--- config.mk ---
export PLATFORM = sky130hd
export DESIGN_NAME = logic_unit_iter
export DESIGN_NICKNAME = d
export VERILOG_FILES = /design/src/rtl/logic_unit_iter.sv
export SDC_FILE = /design/constraint.sdc
export NUM_CORES = 1
export LEC_CHECK = 0
export BUFFER_PORTS_ARGS = -buffer_cell sky130_fd_sc_hd__buf_2
export CAP_MARGIN = 20
export CORE_MARGIN = 5
export CORE_UTILIZATION = 48
export CTS_CLUSTER_SIZE = 30
export DETAILED_ROUTE_END_ITERATION = 16
export GPL_ROUTABILITY_DRIVEN = 0
export GPL_TIMING_DRIVEN = 0
export PLACE_DENSITY_LB_ADDON = 0.12
export SLEW_MARGIN = 40
export SYNTH_ARGS = -nofsm -noshare
export SYNTH_HDL_FRONTEND = slang
export SYNTH_SLANG_ARGS = --single-unit
export TNS_END_PERCENT = 100
--- constraint.sdc ---
create_clock -name clk -period 3.8 [get_ports clk]
set_input_delay 0.76 -clock clk [delete_from_list [all_inputs] [get_ports clk]]
set_output_delay 0.76 -clock clk [all_outputs]
set_load 0.02 [all_outputs]
--- src/rtl/logic_unit_iter.sv ---
// Iterative bitwise logic unit: eight two-operand functions evaluated SLICE bits per cycle.
// Optional parity output enabled by defining LOGIC_UNIT_PARITY_EN.
module logic_unit_iter #(
  parameter int WIDTH = 64,
  parameter int SLICE = 16
) (
  input  logic             clk,
  input  logic             rst_n,
  input  logic             in_valid,
  output logic             in_ready,
  input  logic [2:0]       op,
  input  logic [WIDTH-1:0] a,
  input  logic [WIDTH-1:0] b,
  output logic             out_valid,
  input  logic             out_ready,
  output logic [WIDTH-1:0] y,
  output logic             zero
`ifdef LOGIC_UNIT_PARITY_EN
  ,
  output logic             parity
`endif
);

  localparam int NSLICE = WIDTH / SLICE;
  localparam int CNT_W  = $clog2(NSLICE) + 1;
  localparam logic [CNT_W-1:0] LAST_IDX = CNT_W'(NSLICE - 1);

  generate
    if (WIDTH < 1 || SLICE < 1 || (WIDTH % SLICE) != 0) begin : g_bad_cfg
      $error("logic_unit_iter: WIDTH must be >= 1 and a multiple of SLICE");
    end
  endgenerate

  typedef enum logic [1:0] {
    IDLE = 2'd0,
    RUN  = 2'd1,
    DONE = 2'd2
  } state_t;

  state_t             state_q, state_d;
  logic [WIDTH-1:0]   a_q, b_q, y_q;
  logic [2:0]         op_q;
  logic [CNT_W-1:0]   idx_q;
  logic               zero_q;
  logic               accept;
  logic [SLICE-1:0]   slice_res;

  function automatic logic [SLICE-1:0] logic_fn(input logic [2:0] f,
                                                input logic [SLICE-1:0] x,
                                                input logic [SLICE-1:0] z);
    case (f)
      3'b000:  return x | z;
      3'b001:  return x & z;
      3'b010:  return x ^ z;
      3'b011:  return ~(x | z);
      3'b100:  return ~(x & z);
      3'b101:  return ~(x ^ z);
      3'b110:  return x & ~z;
      default: return x | ~z;
    endcase
  endfunction

  assign accept    = in_valid && (state_q == IDLE);
  assign slice_res = logic_fn(op_q, a_q[idx_q*SLICE +: SLICE], b_q[idx_q*SLICE +: SLICE]);

  always_ff @(posedge clk or negedge rst_n) begin
    if (!rst_n) state_q <= IDLE;
    else        state_q <= state_d;
  end

  always_comb begin
    state_d = state_q;
    case (state_q)
      IDLE:    if (in_valid) state_d = RUN;
      RUN:     if (idx_q == LAST_IDX) state_d = DONE;
      DONE:    if (out_ready) state_d = IDLE;
      default: state_d = IDLE;
    endcase
  end

  assign in_ready  = (state_q == IDLE);
  assign out_valid = (state_q == DONE);

  // Operands are pure data: captured at accept, never reset.
  always_ff @(posedge clk) begin
    if (accept) begin
      a_q  <= a;
      b_q  <= b;
      op_q <= op;
    end
  end

  always_ff @(posedge clk or negedge rst_n) begin
    if (!rst_n) begin
      y_q    <= '0;
      zero_q <= 1'b1;
      idx_q  <= '0;
    end else if (accept) begin
      y_q    <= '0;
      zero_q <= 1'b1;
      idx_q  <= '0;
    end else if (state_q == RUN) begin
      y_q[idx_q*SLICE +: SLICE] <= slice_res;
      zero_q <= zero_q & ~(|slice_res);
      idx_q  <= idx_q + 1'b1;
    end
  end

`ifdef LOGIC_UNIT_PARITY_EN
  logic parity_q;

  always_ff @(posedge clk or negedge rst_n) begin
    if (!rst_n)                 parity_q <= 1'b0;
    else if (accept)            parity_q <= 1'b0;
    else if (state_q == RUN)    parity_q <= parity_q ^ (^slice_res);
  end

  assign parity = parity_q;
`endif

  assign y    = y_q;
  assign zero = zero_q;

endmodule

=== After elaboration in Yosys (flattened, before gate mapping) ===
Cells that the tools add are included.

* Output and inout bits: 67
* Logic and storage cells: 54
* Flip-flop bits (word level): 201
* Input bits: 135

* Eq/ne operators: 12
* $add $sub $neg: 2
* Reductions and logical operators: 6
* Muxes and demuxes: 12
* Bitwise logic cells: 11
* Shift-type cells: 4

{| class="wikitable"
|+ Operator list
! kind !! number
|-
| $mux W64 || 2
|-
| $shiftx A64 B8 Y16 || 2
|-
| $pmux W16 S7 || 1
|-
| $bwmux W64 || 1
|-
| $not A16 Y16 || 4
|-
| $shift A16 B34 Y64 const A || 1
|-
| $shiftx A16 B34 Y64 || 1
|-
| $neg A7 Y34 || 1
|-
| $and A16 B16 Y16 || 2
|-
| $or A16 B16 Y16 || 2
|-
| $reduce_or A16 Y1 || 1
|-
| $xor A16 B16 Y16 || 1
|-
| $eq A3 B2 Y1 const B || 3
|-
| $eq A3 B3 Y1 const B || 3
|-
| $mux W2 || 3
|-
| $mux W3 || 2
|-
| $pmux W2 S3 || 1
|-
| $ne A2 B2 Y1 const B || 2
|-
| $add A3 B1 Y3 const B || 1
|-
| $eq A3 B1 Y1 const B || 1
|-
| $logic_not A3 Y1 || 1
|-
| $reduce_and A3 Y1 || 1
|-
| $eq A2 B1 Y1 const B || 1
|-
| $eq A2 B2 Y1 const B || 1
|-
| 7 further kinds || 8
|}

=== Logic depth before layout (Yosys ltp) ===
* Depth in word-level cells: 9
* Depth in mapped cells: 15
* Gate-level depth less buffers: 13

=== Least setup slack after synthesis ===
Ideal clock, no wire load.

* Path kind: register -> register
* Start: reg state_q[0]
* End: reg a_q[0] (enable)
* Cell stages (with the launch flop): 5
* Setup time: 0.484 ns
* Period minus slack after synthesis: 4.096 ns
* Data required time: 3.316 ns
* Arrival time: 3.612 ns
* Path buffers: 1
* Slack: -0.296 ns
* Path through: dfrtp_1 > nor2_1 > nand2_1 > clkbuf_1 > inv_1

* Cells in the longest elaborated chain, start to end: 2

{| class="wikitable"
|+ Ends and longest elaborated chain
! what !! RTL line !! text
|-
| from (decl) || 40 || <nowiki>state_t state_q, state_d;</nowiki>
|-
| from (signal assigned) || 68 || <nowiki>else state_q <= state_d;</nowiki>
|-
| $logic_not A2 Y1 || -- ||
|-
| via in_ready || 10 || <nowiki>output logic in_ready,</nowiki>
|-
| $logic_and A1 B1 Y1 || 63 || <nowiki>assign accept = in_valid && (state_q == IDLE);</nowiki>
|-
| via accept || 45 || <nowiki>logic accept;</nowiki>
|-
| to (signal assigned) || 87 || <nowiki>a_q <= a;</nowiki>
|-
| to (decl) || 41 || <nowiki>logic [WIDTH-1:0] a_q, b_q, y_q;</nowiki>
|}

The timed path passes the listed nets, and every way through them passes these cells.
A chain may end at the register's enable or synchronous reset.

=== Worst setup path after layout ===
* Start: reg idx_q[0]
* End: reg zero_q, in the netlist zero

* Cells in the longest elaborated chain, start to end: 9
* Elaborated cells on any way between the ends: 17
* Classes of those cells: shift: 2; mux: 3; bitwise: 11; reduce/logical: 1

{| class="wikitable"
|+ Ends and longest elaborated chain
! what !! RTL line !! text
|-
| from (decl) || 43 || <nowiki>logic [CNT_W-1:0] idx_q;</nowiki>
|-
| from (signal assigned) || 105 || <nowiki>idx_q <= idx_q + 1'b1;</nowiki>
|-
| $shiftx A64 B8 Y16 || 64 || <nowiki>assign slice_res = logic_fn(op_q, a_q[idx_q*SLICE +: SLICE], b_q[idx_q*SLICE +: SLICE]);</nowiki>
|-
| $not A16 Y16, or another cell as far along || 58, 59 ||
|-
| $or A16 B16 Y16, or another cell as far along || 59 || <nowiki>default: return x | ~z;</nowiki>
|-
| $pmux W16 S7 (*) || 51 || <nowiki>case (f)</nowiki>
|-
| $reduce_or A16 Y1 (*) || 104 || <nowiki>zero_q <= zero_q & ~(|slice_res);</nowiki>
|-
| $not A1 Y1 (*) || 104 ||
|-
| $and A1 B1 Y1 (*) || 104 ||
|-
| $mux W1 (*) || 102 || <nowiki>end else if (state_q == RUN) begin</nowiki>
|-
| $mux W1 (*) || 98 || <nowiki>end else if (accept) begin</nowiki>
|-
| to (signal assigned) || 104 ||
|-
| to (decl) || 44 || <nowiki>logic zero_q;</nowiki>
|}

Every way passes the cells marked *; elsewhere a longest branch is shown, timed or not. The select of a mux whose other input is x is not followed.

==> results.md <==
- Status: finished, final reports clean
- Root Driver: clkbuf_16
- Worst-Margin Slew: between 700 and 800 ps
- CTS H-tree lvls: 1
- Sequential share of the synthesized area: 0.5752
- Remaining DRCs: 0
- Global route overflow: 0
- Filler Cell Count: 1690
- Slowest-stage cell, CP: a211oi_1
- Die Span Y: around 150 um
- Register area: roughly 5700 sq um
- Core area: 20230 sq um
- Period utilisation layout: 0.9495
- Critical Path Source: idx_q[0]
- Fmax: between 0.2 and 0.3 GHz
- Worst Path Arrival: between 4000 and 5000 ps
- CTS buffer count: 22
- Final hold vios: 0
- DRT Wirelength: 25440 um
- Max-cap violations: 0
- Leading register cell type out of synthesis: edfxtp_1
- Worst-path clk slew: about 60 ps
- Non-filler instance count after layout: 1359
- EDFF count, synth: 131
- Hold_buf cts: 0
- Worst slew margin: 0.4809
- Width of the die: 153.5 um
- Commonest non-fill, non-tap cells in the layout: 213 x buf_2, 131 x edfxtp_1, 86 x o21ai_0, 69 x dfrtp_1, 68 x ha_1
- Cell mode on critical path: buf_2
- LEAKAGE: roughly 0.0053 uW
- Initial DRC Count: around 360
- Row cnt: 52
- Number of antenna violations at the first check in global routing: 1
- CP endpoint kind: flop
- CTS max path bufs: 3
- Largest fanout on the critical path: 10
- Post-Route Utilization: 0.6038
- Most common cell after layout, fill and taps aside: buf_2
- WL per Instance: 18.72 um
- Final Max Tran Viols: 0
- Ports: between 200 and 250
- DP HPWL: roughly 19000 um
- 1st-pass router iterations: 5
- First-pass GRT wire length: a little under 40000 um
- Via-to-Cell Ratio: approximately 5.4
- Setup WS pre-CTS: -62.47 ps
- Critical path type: flop to flop
- R2R Path Start: idx_q[0]
- Syn nets: 1043
- Cells after Synth: 840
- Final nets: 1275
- Routed Antenna Nets: 0
- Ys async rst share: 0.3483
- Yosys Warn Count: 0
- Req. time, crit path: around 4300 ps
- DR vias: 7342
- Skew final: roughly 8.3 ps
- Synth cell types: 41
- Ratio of cells with drive above 1 in the final layout: 0.2858
- Finish-stage setup viols: 0
- Largest net degree at the start of global routing: roughly 50
- Placed Cells: approximately 1300
- Max IR drop VDD: approximately 0.00035 V
- CTS tree: done
- Clock Latency Late Sink: roughly 500 ps
- Netlist Area Pre-Place: 9886 sq um
- Crit-path cells: buf_2 > buf_2 > buf_2 > a211oi_1 > a211oi_1 > inv_1 > ha_1 > o32ai_2 > nor2_1 > o21ai_2 > nand4_1 > nor4_1 > o22a_1
- PortBufs: between 200 and 250
- Pwr Density: 811.4 nW/um^2
- Hold Path Class: input port to async pin
- Area of the multi-input gates: between 3000 and 4000 sq um
- Clk sinks: about 200
- All-Layer GR Usage: 0.2053
- Area Growth Syn to Fin: 23.58%
- Final Worst Setup Slack: ~190 ps
- CP max stage delay: between 600 and 700 ps
- Crit path launch type: flop
- Initial Util: 0.4886
- Synthesized flop and latch total: between 200 and 250
- Vias in the first global route: 7311
- Die area: between 20000 and 25000 sq um
- Minimum clock period: around 3600 ps
- Avg Cell Area, Syn: between 10 and 15 sq um
[path summary, 6_finish.rpt]
kind | cells after the start | slack (ps) | endpoint
setup reg to reg | 13 | 190 | zero
hold reg to reg | 2 | 490 | y[36]
setup / recovery | 13 | 190 | zero
max in group asynchronous | 2 | 3140 | zero
hold / removal | 1 | 110 | y[6]
min in group clk | 1 | 430 | b_q[56]
[logic make-up (layout without fill, tap and decap cells)]
| family | count (synthesis) | in the layout | share of synthesized area |
|---|---|---|---|
| compound gates | 243 | 243 | 0.1601 |
| flops | 201 | 201 | 0.5752 |
| simple gates | 185 | 185 | 0.09328 |
| buf+inv | 109 | 357 | 0.05075 |
| fa+ha+maj | 68 | 68 | 0.08607 |
| mux | 34 | 34 | 0.03455 |
| other cells | 0 | 1 | 0 |
[report_power, final]
part	switching [uW]	leakage, uW	total, uW	internal [uW]
sequential	215	0.00213	3100	2880
combinational	3110	0.00286	4740	1630
clock	834	0.000352	2080	1240
[what timing repair did]
action                                  in CTS  in global routing
buffers inserted                             0                  1
endpoints found under the setup margin       1                  1
pin swaps                                    0                  1
resized for setup                            2                 25
[routing by layer]
| layer | GRT usage | routed length [um] | vias up |
|---|---|---|---|
| li1 | - | - | 3541 |
| met1 | 0.2849 | 11320 | 3505 |
| met2 | 0.3357 | 11850 | 251 |
| met3 | 0.03738 | 1660 | 45 |
| met4 | 0.05509 | 600 | 0 |
| met5 | 0 | 0 | - |
[cells in the mapped netlist, types with 4 or more instances]
| cell | number | area (sq um) |
|---|---|---|
| nand3_1 | 66 | 330.3 |
| dfrtp_1 | 69 | 1727 |
| nor2b_1 | 35 | 219.0 |
| o32ai_2 | 8 | 130.1 |
| a21oi_1 | 42 | 210.2 |
| nand2b_1 | 6 | 37.54 |
| buf_2 | 14 | 70.07 |
| nor2_1 | 31 | 116.4 |
| nand4_1 | 5 | 31.28 |
| mux2i_1 | 33 | 330.3 |
| buf_6 | 8 | 90.09 |
| a211oi_1 | 60 | 450.4 |
| o22ai_1 | 6 | 37.54 |
| nand2_1 | 36 | 135.1 |
| ha_1 | 68 | 850.8 |
| clkbuf_1 | 31 | 116.4 |
| o21bai_1 | 13 | 97.59 |
| buf_4 | 4 | 30.03 |
| edfxtp_1 | 131 | 3934 |
| o21ai_0 | 86 | 430.4 |
| a22o_1 | 5 | 43.79 |
| inv_1 | 48 | 180.2 |
| o21ai_2 | 8 | 70.07 |
[critical path, delay by kind of cell (launching register included)]
family / cells / cell delay (ps)
adder cells (fa/ha/maj): 1 / 270
buffers and inverters: 4 / 1040
flip-flops: 1 / 380
AO/OA/AOI/OAI: 5 / 1340
AND/OR/NAND/NOR: 3 / 510
[per-stage QoR]
stage / instance area (sq um) / total power (uW) / hold slack (ps) / setup TNS, ps
2_1_floorplan: 9889 / 6189 / 464.4 / 0
3_3_place_gp: 11230 / 7576 / 479.9 / -119310
3_5_place_dp: 11400 / 7735 / 484.7 / -62.47
4_1_cts: 12120 / 9843 / 104.8 / 0
5_1_grt: 12220 / 10600 / 114.3 / -44.02
6_report: 12220 / 9913 / 105.8 / 0
[area by class of cell]
class / count / share of cell area
clock buffers: 29 / 0.05182
inverters: 49 / 0.01536
repair buffers: 208 / 0.09576
flip-flops and latches: 201 / 0.4655
well taps: 270 / 0.02765
clock inverters: 11 / 0.006760
multi-input cells: 530 / 0.3102
plain buffers: 60 / 0.02673
diodes: 1 / 0.0002048
[flip-flops by register name (all words and copies together) (netlist names)]
name,flops
y,64
op_q,3
a_q,64
zero,1
state_q,2
idx_q,3
b_q,64
Note: power is estimated with default switching activity, not from simulation.
